<file path="config.mk">
export PLATFORM = sky130hd
export DESIGN_NAME = sign_multiplier
export DESIGN_NICKNAME = d
export VERILOG_FILES = /design/src/rtl/sign_arith_pkg.sv /design/src/rtl/cond_negate.sv /design/src/rtl/sign_multiplier.sv
export SDC_FILE = /design/constraint.sdc
export NUM_CORES = 1
export LEC_CHECK = 0
export ABC_CLOCK_PERIOD_IN_PS = 5300
export BUFFER_PORTS_ARGS = -buffer_cell sky130_fd_sc_hd__buf_4
export CORE_MARGIN = 10
export CORE_UTILIZATION = 45
export DETAILED_ROUTE_END_ITERATION = 6
export HOLD_SLACK_MARGIN = 0.05
export PLACE_DENSITY = 0.65
export SYNTH_ARGS = -nofsm -noshare
export SYNTH_HDL_FRONTEND = slang
export SYNTH_SLANG_ARGS = --single-unit
</file>
<file path="constraint.sdc">
create_clock -name Clk -period 5.3 [get_ports Clk]
set_clock_uncertainty 0.1 [all_clocks]
set_input_delay 1.06 -clock Clk [delete_from_list [all_inputs] [get_ports Clk]]
set_output_delay 1.06 -clock Clk [all_outputs]
set_load 0.02 [all_outputs]
</file>
<file path="src/rtl/sign_arith_pkg.sv">
// -----------------------------------------------------------------------------
// sign_arith_pkg
// Shared definitions for the sequential signed/unsigned arithmetic blocks
// (sign_multiplier and its companion divider).
//   state_e    : FSM state encoding shared by both blocks
//   cnt_width(): width of the iteration counter for a W-bit datapath
// -----------------------------------------------------------------------------
package sign_arith_pkg;

  typedef enum logic [1:0] {
    IDLE = 2'd0,
    MUL  = 2'd1,
    FIX  = 2'd2
  } state_e;

  // One extra bit so the counter can represent W itself.
  function automatic int cnt_width(input int w);
    return $clog2(w) + 1;
  endfunction

endpackage : sign_arith_pkg

</file>
<file path="src/rtl/cond_negate.sv">
// -----------------------------------------------------------------------------
// cond_negate
// Conditional two's-complement negation, purely combinational.
//   value  : input operand (WIDTH bits)
//   neg    : 1 = output -value, 0 = pass value through
//   result : neg ? ~value + 1 : value
// -----------------------------------------------------------------------------
module cond_negate #(
  parameter int WIDTH = 8
) (
  input  logic [WIDTH-1:0] value,
  input  logic             neg,
  output logic [WIDTH-1:0] result
);

  assign result = neg ? (~value + WIDTH'(1)) : value;

endmodule : cond_negate

</file>
<file path="src/rtl/sign_multiplier.sv">
// -----------------------------------------------------------------------------
// sign_multiplier
// Sequential shift-and-add multiply-accumulate:
//   Product = Multiplicand * Multiplier + Addend   (modulo 2^(2W))
// Inverse companion of the divider: feeding Quotient, Divider and Remainder
// rebuilds the Dividend. Sign=0 treats operands as unsigned, Sign=1 as
// two's complement. Latency: W+1 edges from the accepting edge.
//
// Ports
//   Clk          : clock, rising edge
//   ResetN       : synchronous active-low reset
//   Start        : request, accepted only on an edge where Ready=1
//   Sign         : 0 = unsigned, 1 = signed operands
//   Multiplicand : first factor  (W)
//   Multiplier   : second factor (W)
//   Addend       : accumulate term (W), extended according to Sign
//   Ready        : idle and able to accept Start
//   Valid        : one-cycle pulse, Product updated this cycle
//   Product      : 2W-bit result, held until the next result or reset
// -----------------------------------------------------------------------------
module sign_multiplier
  import sign_arith_pkg::*;
#(
  parameter int INPUT_BIT_WIDTH = 8
) (
  input  logic                           Clk,
  input  logic                           ResetN,
  input  logic                           Start,
  input  logic                           Sign,
  input  logic [INPUT_BIT_WIDTH-1:0]     Multiplicand,
  input  logic [INPUT_BIT_WIDTH-1:0]     Multiplier,
  input  logic [INPUT_BIT_WIDTH-1:0]     Addend,
  output logic                           Ready,
  output logic                           Valid,
  output logic [2*INPUT_BIT_WIDTH-1:0]   Product
);

  localparam int W     = INPUT_BIT_WIDTH;
  localparam int CNT_W = cnt_width(W);

  // ---------------------------------------------------------------------------
  // State
  // ---------------------------------------------------------------------------
  state_e             state_q,   state_d;
  logic [CNT_W-1:0]   cnt_q,     cnt_d;
  logic [2*W-1:0]     mcand_q,   mcand_d;    // shifted left each iteration
  logic [W-1:0]       mplier_q,  mplier_d;   // shifted right each iteration
  logic [2*W-1:0]     acc_q,     acc_d;
  logic [2*W-1:0]     addend_q,  addend_d;   // already extended to 2W
  logic               neg_q,     neg_d;      // result must be negated
  logic               ready_q,   ready_d;
  logic               valid_q,   valid_d;
  logic [2*W-1:0]     product_q, product_d;

  // ---------------------------------------------------------------------------
  // Operand magnitudes (only meaningful on the accepting edge) and the
  // conditionally negated accumulator used in FIX.
  // ---------------------------------------------------------------------------
  logic [W-1:0]   mcand_mag;
  logic [W-1:0]   mplier_mag;
  logic [2*W-1:0] acc_signed;
  logic           mcand_neg;
  logic           mplier_neg;

  assign mcand_neg  = Sign & Multiplicand[W-1];
  assign mplier_neg = Sign & Multiplier[W-1];

  // The most-negative operand maps to 2^(W-1), which still fits W unsigned
  // bits, so no special case is needed.
  cond_negate #(.WIDTH(W)) u_mcand_mag (
    .value  (Multiplicand),
    .neg    (mcand_neg),
    .result (mcand_mag)
  );

  cond_negate #(.WIDTH(W)) u_mplier_mag (
    .value  (Multiplier),
    .neg    (mplier_neg),
    .result (mplier_mag)
  );

  cond_negate #(.WIDTH(2*W)) u_result_neg (
    .value  (acc_q),
    .neg    (neg_q),
    .result (acc_signed)
  );

  // ---------------------------------------------------------------------------
  // Next-state logic
  // ---------------------------------------------------------------------------
  always_comb begin
    // NOTE: every signal gets a default first so no path leaves it unassigned;
    // otherwise synthesis would infer a latch.
    state_d   = state_q;
    cnt_d     = cnt_q;
    mcand_d   = mcand_q;
    mplier_d  = mplier_q;
    acc_d     = acc_q;
    addend_d  = addend_q;
    neg_d     = neg_q;
    ready_d   = ready_q;
    valid_d   = 1'b0;
    product_d = product_q;

    unique case (state_q)
      IDLE: begin
        if (Start) begin
          state_d  = MUL;
          cnt_d    = '0;
          ready_d  = 1'b0;
          mcand_d  = {{W{1'b0}}, mcand_mag};
          mplier_d = mplier_mag;
          acc_d    = '0;
          neg_d    = mcand_neg ^ mplier_neg;
          addend_d = {{W{Sign & Addend[W-1]}}, Addend};
        end
      end

      MUL: begin
        if (mplier_q[0]) begin
          acc_d = acc_q + mcand_q;
        end
        mcand_d  = mcand_q << 1;
        mplier_d = mplier_q >> 1;
        cnt_d    = cnt_q + CNT_W'(1);
        // Fixed latency: all W iterations run even once the multiplier is 0.
        if (cnt_q == CNT_W'(W - 1)) begin
          state_d = FIX;
        end
      end

      FIX: begin
        product_d = acc_signed + addend_q;  // wraps modulo 2^(2W)
        valid_d   = 1'b1;
        ready_d   = 1'b1;
        state_d   = IDLE;
      end

      default: begin
        state_d = IDLE;
        ready_d = 1'b1;
      end
    endcase
  end

  // ---------------------------------------------------------------------------
  // Registers
  // ---------------------------------------------------------------------------
  always_ff @(posedge Clk) begin
    // NOTE: reset is synchronous (sampled only on the clock edge), so it sits
    // inside the clocked block with no reset term in the sensitivity list.
    if (!ResetN) begin
      state_q   <= IDLE;
      cnt_q     <= '0;
      mcand_q   <= '0;
      mplier_q  <= '0;
      acc_q     <= '0;
      addend_q  <= '0;
      neg_q     <= 1'b0;
      ready_q   <= 1'b1;
      valid_q   <= 1'b0;
      product_q <= '0;
    end else begin
      // NOTE: non-blocking assignments so every flop samples the values from
      // before this edge, independent of statement order.
      state_q   <= state_d;
      cnt_q     <= cnt_d;
      mcand_q   <= mcand_d;
      mplier_q  <= mplier_d;
      acc_q     <= acc_d;
      addend_q  <= addend_d;
      neg_q     <= neg_d;
      ready_q   <= ready_d;
      valid_q   <= valid_d;
      product_q <= product_d;
    end
  end

  assign Ready   = ready_q;
  assign Valid   = valid_q;
  assign Product = product_q;

endmodule : sign_multiplier

</file>
======== Yosys cells after proc, flatten, opt, wreduce, memory -nomap -nowiden ========
Index checks and enable logic that the tools add are counted.
word-level totals
  flip-flop bits (word level) ............. 74
  input bits .............................. 28
  output and inout port bits .............. 18
  logic and storage cells ................. 55
operators by class
  add/sub/neg operators ................... 6
  eq/ne operators ......................... 6
  muxes and demuxes ....................... 18
  bitwise operators ....................... 8
  reduce and logical (&&, ||, !) cells .... 7
operators with widths
  operator                 count
  $mux W16                 4
  $pmux W16 S2             2
  $add A16 B16 Y16         2
  $mux W8                  3
  $add A16 B1 Y16 const B  1
  $add A8 B1 Y8 const B    2
  $not A16 Y16             1
  $not A8 Y8               2
  $pmux W8 S2              1
  $pmux W4 S2              1
  $reduce_and A2 Y1        4
  $ne A2 B2 Y1 const B     3
  $add A4 B1 Y4 const B    1
  $eq A4 B3 Y1 const B     1
  $mux W2                  2
  $mux W4                  1
  $pmux W2 S2              1
  $and A1 B1 Y1            3
  $reduce_and A3 Y1        1
  $eq A2 B1 Y1 const B     1
  $eq A2 B2 Y1 const B     1
  $logic_not A2 Y1         1
  $mux W1                  2
  $pmux W1 S2              1
  other kinds (3)          3

======== Longest topological paths before layout ========
Gate-level depths: netlist (run 1).
  depth in word-level cells ............... 5
  gate-level depth with buffers ........... 15
  mapped depth without buffers ............ 15

======== Cells and area by module ========
Synthesis (run 1) repeated with hierarchy kept, for this count alone.
unflattened totals
  cell total of the unflattened synthesis .. 590
  area, all modules ....................... 4,863.4 um^2
by module, submodules not included
  module                         times used  cells each  area each (um^2)  seq. area each (um^2)
  sign_multiplier                1           500         4,165.2           1,481.4
  cond_negate (u_result_neg)     1           48          355.3             0.0
  cond_negate (u_mcand_mag ...)  2           21          171.4             0.0

======== Least setup slack after synthesis (run 1) ========
OpenSTA, ideal clock, no wires.
  path type ............................... register to register
  from .................................... reg acc_q[0]
  to ...................................... reg product_q[12], in the netlist Product[12]
  setup time .............................. 0.123 ns
  data arrival time ....................... 2.858 ns
  required time ........................... 5.077 ns
  slack ................................... 2.219 ns
  stages on the path, launching flop included .. 13
  buffers on the path ..................... 0
  period minus slack after synthesis ...... 3.081 ns
  path through ............................ dfxtp_1 or3_1 or3b_2 o31ai_1 xnor2_1 ha_1 a21oi_1 o21ai_0 a31oi_1 o21bai_1 a21oi_1 xor2_1 o21ai_0
between the ends
  cells in the longest elaborated chain, start to end .. 4
ends and longest elaborated chain
  what                      RTL line                text
  start: declaration        sign_multiplier.sv:48   logic [2*W-1:0] acc_q, acc_d;
  start signal: assignment  sign_multiplier.sv:157  acc_q <= '0;
  start signal: assignment  sign_multiplier.sv:170  acc_q <= acc_d;
  $not A16 Y16              cond_negate.sv:16       assign result = neg ? (~value + WIDTH'(1)) : value;
  $add A16 B1 Y16           cond_negate.sv:16
  $mux W16 (*)              cond_negate.sv:16
  $add A16 B16 Y16 (*)      sign_multiplier.sv:133  product_d = acc_signed + addend_q;
  end signal: assignment    sign_multiplier.sv:175  product_q <= product_d;
  end: declaration          sign_multiplier.sv:53   logic [2*W-1:0] product_q, product_d;
Every way passes the cells marked *; elsewhere a longest branch is shown, timed or not.
A chain may end at the register's enable or synchronous reset.

======== Worst setup path after layout (run 1) ========
Same ends and word-level chain as after synthesis.

==> results of run 1 <==
-- state kept, by name (all words and copies together) (netlist names) --
register	cells
addend_q	9
mcand_q	16
Ready	1
mplier_q	8
neg_q	1
Valid	1
state_q	2
acc_q	16
cnt_q	4
Product	16
-- power groups by stage --
stage	Sequential [mW]	Combinational [mW]	Clock, mW
after floorplan	0.594	0.100	0
after global placement	0.599	0.138	0
after detailed placement	0.599	0.141	0
after CTS	0.586	0.142	0.406
after global routing	0.589	0.160	0.428
final	0.586	0.141	0.395
-- cell type report --
| type | count | share of cell area (%) |
|---|---|---|
| sequential | 74 | 28.24 |
| multi-input combinational | 435 | 57.35 |
| tap | 136 | 3.244 |
| inverter | 16 | 1.145 |
| timing repair buffer | 48 | 6.870 |
| clock buffer | 12 | 3.149 |
-- through the flow --
step                      utilization [%]  power, mW
after floorplan                         -     0.6946
after global placement              49.88     0.7363
after detailed placement            49.88     0.7406
after CTS                           51.50      1.134
after global routing                51.50      1.177
final                               51.50      1.122
-- cell families after synthesis --
family | count (synthesis) | share of synthesized area, %
buf+inv | 41 | 3.367
fa+ha+maj | 39 | 10.83
xor+xnor | 49 | 9.238
compound gates | 175 | 25.80
mux | 2 | 0.4847
simple gates | 170 | 18.40
flops | 74 | 31.89
-- path summary, 6_finish.rpt --
check	startpoint	end	slack (ns)	depth (start not counted)
setup / recovery	acc_q[0]$_SDFFE_PN0P_	Product[12]$_SDFFE_PN0P_	1.93	12
hold / removal	Product[15]$_SDFFE_PN0P_	Product[15]$_SDFFE_PN0P_	0.36	2
setup reg to reg	acc_q[0]$_SDFFE_PN0P_	Product[12]$_SDFFE_PN0P_	1.93	12
hold reg to reg	Product[15]$_SDFFE_PN0P_	Product[15]$_SDFFE_PN0P_	0.36	2
-- layer usage --
layer  share of wire, %  global-route usage [%]
met3                4.7                   3.423
met5                  0                       0
met4                1.5                   5.589
met1                 46                   17.41
met2                 47                   24.12
-- cells in the final DEF, fill, tap and decap left out, types with 6 or more instances in the layout --
cell type and n:
a211oi_1 6, a21boi_0 13, a21o_1 17, a21oi_1 27, a222oi_1 12, a22oi_1 18, a31oi_1 7, and2_1 9
buf_4 48, clkbuf_8 12, dfxtp_1 74, ha_1 37, inv_1 16, nand2_1 60, nand3_1 12, nor2_1 21
nor2b_1 34, nor3_1 9, o21ai_0 41, o31ai_1 8, xnor2_1 28, xor2_1 21
-- critical path: cells and delay by family, from the launching register on --
kind,cells,cell delay [ns]
and+or+nand+nor,2,0.98
AOI/OAI and AO/OA,7,1.17
xor gates and xnor gates,2,0.31
DFF,1,0.35
adders and majority gates,1,0.32
==> impl_metrics.yaml, run 1 <==
outcome:
  outcome: "finished clean"
global_route:
  overflow: 0
  grt_max_degree: 73
  antenna_found_initial: 0
  grt_usage_pct: 14.37
  grt_pass1_vias: 3833
  grt_pass1_wl_mm: 17.74
clocking:
  clockBufferDepth: 2
  hold_buffers: 0
  htreeDepth: 3
  path_clk_slew_ns: 0.07
  cts_root_buffer: "clkbuf_8"
  clock_sink_count: 74
  numCtsBuffers: 9
  cts_tree: "built"
  insertion_delay_ns: 0.35
  cts_resized: 0
  postCtsSetupBuffers: 0
power:
  power_frac_seq_pct: 52.3
  power.internal_uw: 832.7
  ir_drop_mv: 0.1018
  power.share.clock_pct: 35.2
  switchingPower_uw: 289.2
  swShare_pct: 25.78
  power_density_mw_per_mm2: 213.9
  p_leak_nw: 2.282
  combPwrFrac_pct: 12.5
worst_setup_path:
  slowest_delay_ns: 0.56
  crit_arrival_ns: 3.50
  required_ns: 5.43
  crit_path_max_fanout: 6
  end_kind: "register"
  slowest_stage: "or3b_2"
  path_class: "register to register"
  path_cells: "or3_1 > or3b_2 > o31ai_1 > xnor2_1 > ha_1 > a21oi_1 > o21ai_0 > a31oi_1 > o21bai_1 > a21oi_1 > xor2_1 > o21ai_0"
  cp-start-kind: "register"
sta:
  max-slew-margin-rel_pct: 49.40
  fin_crit_sh_pct: 63.61
  layout_setup_ws_ns: 1.929
  hold_viol: 0
  slew_viol_final: 0
  fin_setup_tns_ns: 0
  post-route-min-period_ns: 3.371
  setup_viol: 0
  worst_pin_slew_ns: 0.7590
  rsz0062_at_grt: "false"
  fmax_mhz: 296.6
  holdWs_ns: 0.3648
route:
  vias_per_cell: 5.510
  dr.pass1.iters: 7
  via_count: 3973
  drt-initial-drc-count: 279
  wire_per_inst_um: 14.26
  ant_nets: 0
  drc_errors: 0
  postRouteWirelength_mm: 10.28
layout:
  seq_area_sq_mm: 0.001481
  nFillCells: 1011
  drive_above_1_share_pct: 11.79
  multi_input_area_sq_mm: 0.003008
  finalNetCount: 651
  finalInstanceArea_sq_mm: 0.005245
  antenna_cells: 0
  areaGrowthSynthToFinish_pct: 12.90
  fin_cells: 721
floorplanning:
  die_h_um: 121.6
  ioPinCount: 46
  dieWidth_um: 121.6
  initial_core_util_pct: 45.61
  core_area_sq_mm: 0.01018
  die-area_sq_mm: 0.01479
  rows: 37
logic_synthesis:
  synthCells: 550
  synth_most_common_cell: "dfxtp_1"
  synth_top_area_share_pct: 31.89
  synth.area.top_cells: "dfxtp_1 32%, ha_1 10%, xnor2_1 5.3%, nand2_1 4.8%, nor2b_1 4.6%"
  synth_seq_cells: 74
  ys_seq_area_share_pct: 31.89
  synth_top_area_cell: "dfxtp_1"
  syn-num-nets: 617
  syn-cell-area_sq_mm: 0.004646
  synthArstFlopShare_pct: 0
  ys_types: 53
  ys.flop_type: "dfxtp_1"
  yosysWarnings: 0
  synth_common_cells: "74 x dfxtp_1, 60 x nand2_1, 41 x o21ai_0, 37 x ha_1, 34 x nor2b_1"
  syn_avg_cell_area_sq_um: 8.447
  synth-edff-count: 0
placement:
  place.detailed.hpwl_mm: 7.811
  placed_cells: 709
  place_ws_ns: 1.959
  gp_congestion: 0.8298
  io_buffers: 45
  postPlaceCellArea_sq_mm: 0.005080
flow_run:
  maxCapViolCount: 0
worst_hold_path:
  hp-class: "register to register"
No activity file was read; power rests on OpenSTA's default activity.
==> run 2, diff against run 1 <==
ABC_AREA = 1   (was default)
ABC_CLOCK_PERIOD_IN_PS = 2800   (was 5300)
PLACE_DENSITY = 0.67   (was 0.65)
clock period = 2.8 ns   (was 5.3 ns; I/O delays follow)
==> impl_metrics.yaml, run 2 <==
outcome:
  outcome: "finished clean"
logic_synthesis:
  yosysWarnings: 0
  synth_top_area_cell: "dfxtp_1"
  syn-cell-area_sq_mm: 0.005202
  synth_top_area_share_pct: 28.48
  synth_common_cells: "231 x nand2_1, 98 x inv_1, 87 x nor2_1, 74 x dfxtp_1, 62 x nand3_1"
  ys.flop_type: "dfxtp_1"
  synth-edff-count: 0
  ys_types: 44
  synthCells: 810
  synth_most_common_cell: "nand2_1"
  synth.area.top_cells: "dfxtp_1 28%, nand2_1 17%, ha_1 8.9%, inv_1 7.1%, nor2_1 6.3%"
  synthArstFlopShare_pct: 0
  ys_seq_area_share_pct: 28.48
  syn-num-nets: 877
  syn_avg_cell_area_sq_um: 6.423
  synth_seq_cells: 74
sta:
  fin_crit_sh_pct: 95.00
  layout_setup_ws_ns: 0.1400
  slew_viol_final: 0
  fmax_mhz: 375.9
  max-slew-margin-rel_pct: 64.74
  post-route-min-period_ns: 2.660
  holdWs_ns: 0.3452
  worst_pin_slew_ns: 0.5270
  hold_viol: 0
  fin_setup_tns_ns: 0
  setup_viol: 0
worst_setup_path:
  crit_arrival_ns: 2.79
  cp-start-kind: "register"
  end_kind: "register"
  required_ns: 2.93
  ff2ff_setup_slack_ns: 0.14
  crit_path_max_fanout: 4
  path_class: "register to register"
clocking:
  path_clk_slew_ns: 0.06
  cts_tree: "built"
  clockBufferDepth: 2
  numCtsBuffers: 9
  insertion_delay_ns: 0.33
  clock_sink_count: 74
  cts_root_buffer: "clkbuf_16"
  htreeDepth: 3
  hold_buffers: 0
global_route:
  antenna_found_initial: 0
  overflow: 0
  top_usage_layer: "met2"
  grt_usage_pct: 16.63
  use_met1_pct: 21.16
  grt_max_degree: 34
  use_met2_pct: 27.44
  grt_pass1_wl_mm: 22.83
  grtUsageMet3_pct: 3.433
  grt_pass1_vias: 4946
layout:
  seq_area_sq_mm: 0.001488
  layout_common_cells: "226 x nand2_1, 95 x inv_1, 85 x nor2_1, 71 x dfxtp_1, 61 x nand3_1"
  final_common_cell: "nand2_1"
  drive_above_1_share_pct: 14.32
  areaGrowthSynthToFinish_pct: 17.24
  multi_input_area_sq_mm: 0.003319
  finalNetCount: 928
  nFillCells: 1166
  antenna_cells: 0
power:
  p_leak_nw: 3.039
  ir_drop_mv: 0.4259
  power_density_mw_per_mm2: 424.0
route:
  via_count: 5166
  postRouteWirelength_mm: 13.44
  wire_per_inst_um: 13.32
  vias_per_cell: 5.120
  drc_errors: 0
  ant_nets: 0
  drt-initial-drc-count: 343
  dr.pass1.iters: 5
placement:
  io_buffers: 45
  gp_congestion: 0.8989
  place_ws_ns: 0.07772
  place.detailed.hpwl_mm: 10.24
floorplanning:
  core_area_sq_mm: 0.01137
  ioPinCount: 46
  die-area_sq_mm: 0.01626
  die_h_um: 127.5
  initial_core_util_pct: 45.76
  dieWidth_um: 127.5
  rows: 39
flow_run:
  maxCapViolCount: 0
worst_hold_path:
  hp-class: "input pin to register"
[run 2: repair_timing]
item                       CTS  global route
gates resized for setup      0            32
setup endpoints to repair    0            10
buffers inserted             0             6
[run 2: path summary, 6_finish.rpt]
| path | to | startpoint | depth (start not counted) |
|---|---|---|---|
| setup / recovery | Product[13]$_SDFFE_PN0P_ | acc_q[1]$_SDFFE_PN0P_ | 18 |
| hold / removal | mcand_q[0]$_SDFFE_PN0P_ | Multiplicand[0] | 2 |
| setup reg to reg | Product[13]$_SDFFE_PN0P_ | acc_q[1]$_SDFFE_PN0P_ | 18 |
| hold reg to reg | cnt_q[3]$_SDFFE_PN0P_ | cnt_q[3]$_SDFFE_PN0P_ | 2 |
[run 2: critical path, cell delays in order, from the launching register on]
cell and delay, ns:
dfxtp_4 0.36, inv_4 0.06, ha_4 0.12, inv_2 0.04, nor2_4 0.12, nand2_2 0.06, nor2_2 0.11, nand3_2 0.10
o21ai_2 0.16, buf_4 0.15, xnor2_4 0.13, ha_1 0.26, a21oi_1 0.18, nor2_1 0.06, nor2_1 0.15, o21a_1 0.20
a21oi_2 0.06, nor2_1 0.09, nor2_1 0.04
[run 2: layout make-up]
class | instances | share of cell area, %
timing repair buffer | 57 | 7.015
clock buffer | 10 | 3.918
sequential | 74 | 24.39
multi-input combinational | 612 | 54.42
tap | 143 | 2.933
inverter | 107 | 6.667
clock inverter | 6 | 0.6564
[run 2: report_power, final]
group	internal [mW]	leakage, nW	total [mW]	switching [mW]
sequential	1.09	0.603	1.12	0.0339
combinational	0.139	2.30	0.367	0.228
clock	0.626	0.139	1.10	0.470
total	1.85	3.04	2.59	0.733
[run 2: cells by family (layout without fill, tap and decap cells)]
group           Yosys count  in the layout  share of synthesized area (%)
flops                    74             74                          28.48
buf+inv                 124            180                          9.692
xor+xnor                 19             19                          3.199
compound gates          136            136                          14.81
simple gates            418            418                          34.15
fa+ha+maj                39             39                          9.668
[run 2: per-layer routing]
| metal | vias up | share of wire, % | wire length [um] |
|---|---|---|---|
| met5 | - | 0 | 0 |
| met1 | 2291 | 47 | 6379 |
| met2 | 107 | 46 | 6223 |
| met4 | 0 | 1.5 | 199 |
| met3 | 19 | 4.7 | 634 |
| li1 | 2749 | - | - |
[run 2: through the flow]
stage	total power, mW	util [%]	std cells	area (sq um)
2_1_floorplan	1.388	-	810	5202
3_3_place_gp	1.493	49.82	987	5664
3_5_place_dp	1.496	49.82	987	5664
4_1_cts	2.589	52.27	1003	5943
5_1_grt	2.697	53.65	1009	6100
6_report	2.586	53.65	1009	6100
